$ cat src/rtl/reg_file.sv
// Architectural register file with per-register rename tags.
// Commit and dependency streams come from the ROB; two combinational source
// lookups serve the decoder, forwarding through the ROB when a value has been
// produced but not yet committed.

// Single source-operand lookup: resolves one register read into either a ready
// value or the ROB tag to wait on.
module reg_file_rd_port #(
    parameter int ROB_W = 4,
    parameter int XLEN  = 32
) (
    input  logic [4:0]       get_id,
    input  logic [XLEN-1:0]  ent_val,
    input  logic             ent_busy,
    input  logic [ROB_W-1:0] ent_tag,
    input  logic [4:0]       set_id,
    input  logic [XLEN-1:0]  set_val,
    input  logic [ROB_W-1:0] set_from_rob_id,
    input  logic             rob_avail,
    input  logic [XLEN-1:0]  rob_val,
    output logic [ROB_W-1:0] get_rob_id,
    output logic [XLEN-1:0]  val,
    output logic             has_dep,
    output logic [ROB_W-1:0] dep
);
    assign get_rob_id = ent_tag;
    assign dep        = ent_tag;

    // Priority: x0, idle register, same-cycle commit bypass, ROB forward, wait.
    always_comb begin
        val     = ent_val;
        has_dep = 1'b0;
        if (get_id == 5'd0) begin
            val = '0;
        end else if (!ent_busy) begin
            val = ent_val;
        end else if (set_id == get_id && set_from_rob_id == ent_tag) begin
            val = set_val;
        end else if (rob_avail) begin
            val = rob_val;
        end else begin
            has_dep = 1'b1;
        end
    end
endmodule

module reg_file #(
    parameter int ROB_W = 4,
    parameter int XLEN  = 32
) (
    input  logic             clk_in,
    input  logic             rst_in,
    input  logic             rdy_in,
    input  logic             rob_clear,
    input  logic [4:0]       set_id,
    input  logic [XLEN-1:0]  set_val,
    input  logic [ROB_W-1:0] set_from_rob_id,
    input  logic [4:0]       set_dep_id,
    input  logic [ROB_W-1:0] set_dep_Q,
    input  logic [4:0]       get_id_1,
    input  logic [4:0]       get_id_2,
    output logic [ROB_W-1:0] get_rob_id_1,
    input  logic             rob_avail_1,
    input  logic [XLEN-1:0]  rob_val_1,
    output logic [ROB_W-1:0] get_rob_id_2,
    input  logic             rob_avail_2,
    input  logic [XLEN-1:0]  rob_val_2,
    output logic [XLEN-1:0]  val_1,
    output logic             has_dep_1,
    output logic [ROB_W-1:0] dep_1,
    output logic [XLEN-1:0]  val_2,
    output logic             has_dep_2,
    output logic [ROB_W-1:0] dep_2
);
    localparam int NUM_SRC = 2;

    logic [31:0][XLEN-1:0]  val_q;
    logic [31:0]            busy_q;
    logic [31:0][ROB_W-1:0] tag_q;

    logic commit_en;
    logic dep_en;

    assign commit_en = (set_id != 5'd0);
    assign dep_en    = (set_dep_id != 5'd0);

    // State update. Entry 0 is never addressed by a write, so it stays zero.
    // The dep assignment comes after the commit so a same-register collision
    // leaves the register renamed to the newer tag.
    always_ff @(posedge clk_in or posedge rst_in) begin
        if (rst_in) begin
            val_q  <= '0;
            busy_q <= '0;
            tag_q  <= '0;
        end else if (rdy_in) begin
            if (rob_clear) begin
                busy_q <= '0;
                tag_q  <= '0;
            end else begin
                if (commit_en) begin
                    val_q[set_id] <= set_val;
                    if (tag_q[set_id] == set_from_rob_id)
                        busy_q[set_id] <= 1'b0;
                end
                if (dep_en) begin
                    busy_q[set_dep_id] <= 1'b1;
                    tag_q[set_dep_id]  <= set_dep_Q;
                end
            end
        end
    end

    logic [NUM_SRC-1:0][4:0]       src_id;
    logic [NUM_SRC-1:0]            src_avail;
    logic [NUM_SRC-1:0][XLEN-1:0]  src_rob_val;
    logic [NUM_SRC-1:0][ROB_W-1:0] src_rob_id;
    logic [NUM_SRC-1:0][XLEN-1:0]  src_val;
    logic [NUM_SRC-1:0]            src_has_dep;
    logic [NUM_SRC-1:0][ROB_W-1:0] src_dep;

    assign src_id      = {get_id_2, get_id_1};
    assign src_avail   = {rob_avail_2, rob_avail_1};
    assign src_rob_val = {rob_val_2, rob_val_1};

    for (genvar k = 0; k < NUM_SRC; k++) begin : g_src
        reg_file_rd_port #(.ROB_W(ROB_W), .XLEN(XLEN)) u_port (
            .get_id          (src_id[k]),
            .ent_val         (val_q[src_id[k]]),
            .ent_busy        (busy_q[src_id[k]]),
            .ent_tag         (tag_q[src_id[k]]),
            .set_id          (set_id),
            .set_val         (set_val),
            .set_from_rob_id (set_from_rob_id),
            .rob_avail       (src_avail[k]),
            .rob_val         (src_rob_val[k]),
            .get_rob_id      (src_rob_id[k]),
            .val             (src_val[k]),
            .has_dep         (src_has_dep[k]),
            .dep             (src_dep[k])
        );
    end

    assign get_rob_id_1 = src_rob_id[0];
    assign get_rob_id_2 = src_rob_id[1];
    assign val_1        = src_val[0];
    assign val_2        = src_val[1];
    assign has_dep_1    = src_has_dep[0];
    assign has_dep_2    = src_has_dep[1];
    assign dep_1        = src_dep[0];
    assign dep_2        = src_dep[1];
endmodule

$ cat config.mk
export PLATFORM = sky130hd
export DESIGN_NAME = reg_file
export DESIGN_NICKNAME = d
export VERILOG_FILES = /design/src/rtl/reg_file.sv
export SDC_FILE = /design/constraint.sdc
export NUM_CORES = 2
export LEC_CHECK = 0
export CORE_MARGIN = 4
export CORE_UTILIZATION = 62
export DETAILED_ROUTE_END_ITERATION = 12
export PLACE_DENSITY = 0.8
export SLEW_MARGIN = 20
export SYNTH_ARGS = -nofsm -noshare
export SYNTH_HDL_FRONTEND = slang
export SYNTH_SLANG_ARGS = --single-unit
$ cat constraint.sdc
create_clock -name clk_in -period 56.4 [get_ports clk_in]
set_clock_uncertainty 0.15 [all_clocks]
set_input_delay 14.1 -clock clk_in [delete_from_list [all_inputs] [get_ports clk_in]]
set_output_delay 14.1 -clock clk_in [all_outputs]
set_load 0.01 [all_outputs]
==> impl_metrics.yaml <==
routing:
  ant_nets: 0
  drt_pass1_iterations: 8
  post-route-drc-count: 0
  drt-initial-drc-count: 5865
  via_per_inst: 7.55
  num_vias: 46043
  post_drt_wl_per_cell_um: 33.6
  finalWirelength_um: 205000
cells_and_area:
  postLayoutCoreUtil_pct: 68.7
  synthToLayoutAreaGrowth_pct: 10.1
  final_area_um2: 72200
  layout-drive-gt1-share_pct: 41.8
  nets: 4731
logic_synthesis:
  ys_top_cells_by_area: "dfrtp_1 (45%), mux4_2 (19%), mux2_2 (17%)"
  synthMuxAreaShare_pct: 41.3
  synth_async_sr_flop_share_pct: 100
  syn_nets: 4845
  syn_area_um2: 65600
  synth_flop_cell: "dfrtp_1"
  synth_top_area_share_pct: 45.1
  synth_edf_count: 0
  synth_top_family_by_area: "multiplexers"
  synth_area_per_cell_um2: 13.9
  yosysMostFrequentCell: "dfrtp_1"
  synth-compound-area-share_pct: 6.34
  synth-seq-cells: 1184
  yosys.area_share.adder_pct: 0
  synth_cells: 4715
  synth.distinct_cells: 59
  yosysTopAreaCell: "dfrtp_1"
  ys_top_cells_by_count: "dfrtp_1 (1184), mux2_2 (1006), mux4_2 (567)"
  ys_seq_area_share_pct: 45.1
  ys.warnings.count: 0
  synth_xor_area_share_pct: 0.267
  post_synth_and_or_nand_nor_area_fraction_pct: 3.42
floorplanning:
  rows: 119
  start_util_pct: 62.4
  fp.dieH_um: 333
  die_area_um2: 111000
  ioPinCount: 212
  die_x_um: 333
  core_um2: 105000
worst_hold_path:
  hold_class: "reg2reg"
  min_from: "val_q[9]$_DFFE_PP0P_"
  holdPathStages: 0
  min_to: "val_q[9]$_DFFE_PP0P_"
run_status:
  status: "completed"
timing:
  relSlewSlack_pct: 20.5
  setup_viol: 0
  hold_violations: 0
  tightest_slew_ns: 1.19
  hold_ws_ns: 0.250
  rsz0062_at_grt: "no"
  tns_ns: 0
  fmax_mhz: 28.5
  finalCriticalPeriod_ns: 35.06
  final-max-slew-violation-count: 0
  finalCritPeriodShare_pct: 62.2
worst_setup_path:
  worstPathArrival_ns: 20.81
  r2r-end: "busy_q[20]$_DFFE_PP0P_"
  reg2reg_depth: 8
  r2r_start: "tag_q[107]$_DFFE_PP0P_"
  critPathKind: "in2out"
  cp_max_fo: 33
  crit_path_start_kind: "input port"
  required_ns: 42.15
  r2r_slack_ns: 52.86
  worstSetupEndpointType: "primary output"
clocking:
  clk_pin_slew_ns: 0.06
  cts_tree: "yes"
  cts.sinks: 1184
  cts_max_level: 3
  cts_made_buffers: 119
  post_cts_buffers: 0
  cts_resized: 0
  clockBufferDepth: 3
  cts_hold_buf: 0
  cts_root_buf: "clkbuf_16"
  insertion_delay_ns: 0.73
pwr:
  power-per-cell-area_nw_per_um2: 31.1
  leakage_nw: 31.9
  p_total_mw: 2.25
  ir_worst_vdd_uv: 28.0
grt:
  grt_max_degree: 165
  grt_remaining_overflow: 0
  grt_pass1_wl_um: 303000
  antenna_found_initial: 5
  grt_util_all_layers_pct: 36.5
  grt_pass1_vias: 46606
placement:
  place_area_um2: 68200
  gp_congestion: 0.958
  dp_hpwl_um: 115000
  port-buffer-count: 211
run:
  cap_violations: 0
layout by cell type, fill, tap and decap left out, drive strengths merged, types with 66 or more instances in the layout:
cell type	Yosys	routed
mux4	567	567
o21ai	203	203
a22oi	66	66
nand3	144	144
clkdlybuf4s50	0	186
clkbuf	310	165
dfrtp	1184	1184
mux2i	298	298
nand2	122	122
buf	236	125
mux2	1006	1006
a21oi	86	86
cells by family after synthesis:
kind of cell | after synthesis
mux | 1871
flops | 1184
compound gates | 629
buf+inv | 554
simple gates | 457
xor+xnor | 20
power breakdown:
group          internal, mW  switching (mW)
Sequential            0.947          0.0721
Clock                 0.475           0.355
Combinational         0.217           0.183
registers in the layout, indices dropped and copies added, names as in the netlist:
register,flops
busy_q,32
tag_q,128
val_q,1024
through the flow:
step | cells | worst slack (ns)
finish | 6095 | 21.34
global route | 6093 | 21.42
CTS | 6093 | 21.75
detailed placement | 5871 | 21.80
global placement | 5871 | 21.73
floorplan | 4715 | 8.80
per-layer routing:
layer  share of wire (%)  track usage [%]  up-vias
met5              0.0064                0        -
met4                 5.7             18.2        2
met3                  13             10.5      707
met2                  45             54.9     3212
met1                  36             49.2    24078
li1                    -                -    18044
critical path, stage by stage:
cell and delay [ns]:
buf_6 0.39, buf_4 0.71, buf_4 0.61, or3_1 0.29, o221ai_1 0.17, a21oi_1 0.29, a32oi_1 0.18, xor2_1 0.21
a2111oi_4 0.73, buf_4 0.54, a21o_1 0.22, nand2_2 0.51, a221oi_1 0.97, clkdlybuf4s50_1 0.68
area by class of cell:
type,count,area (um^2)
Multi-Input combinational cell,2977,33900
Fill cell,7187,32900
Sequential cell,1184,29600
Clock buffer,165,3420
Timing Repair Buffer,311,2860
Tap cell,1391,1740
Clock inverter,57,654
Inverter,8,37.5
Antenna cell,2,5.00
how the worst max path moves through the flow:
stage / startpoint / end / slack (ns) / cells after the start
finish: get_id_2[3] / val_2[31] / 21.34 / 14
floorplan: rst_in / busy_q[0]$_DFFE_PP0P_ / 8.80 / 1
global placement: get_id_1[0] / val_1[30] / 21.73 / 12
CTS: get_id_2[3] / val_2[30] / 21.75 / 14
detailed placement: get_id_2[2] / val_2[30] / 21.80 / 13
global route: get_id_2[3] / val_2[31] / 21.42 / 14
Note: power is estimated with default switching activity, not from simulation.
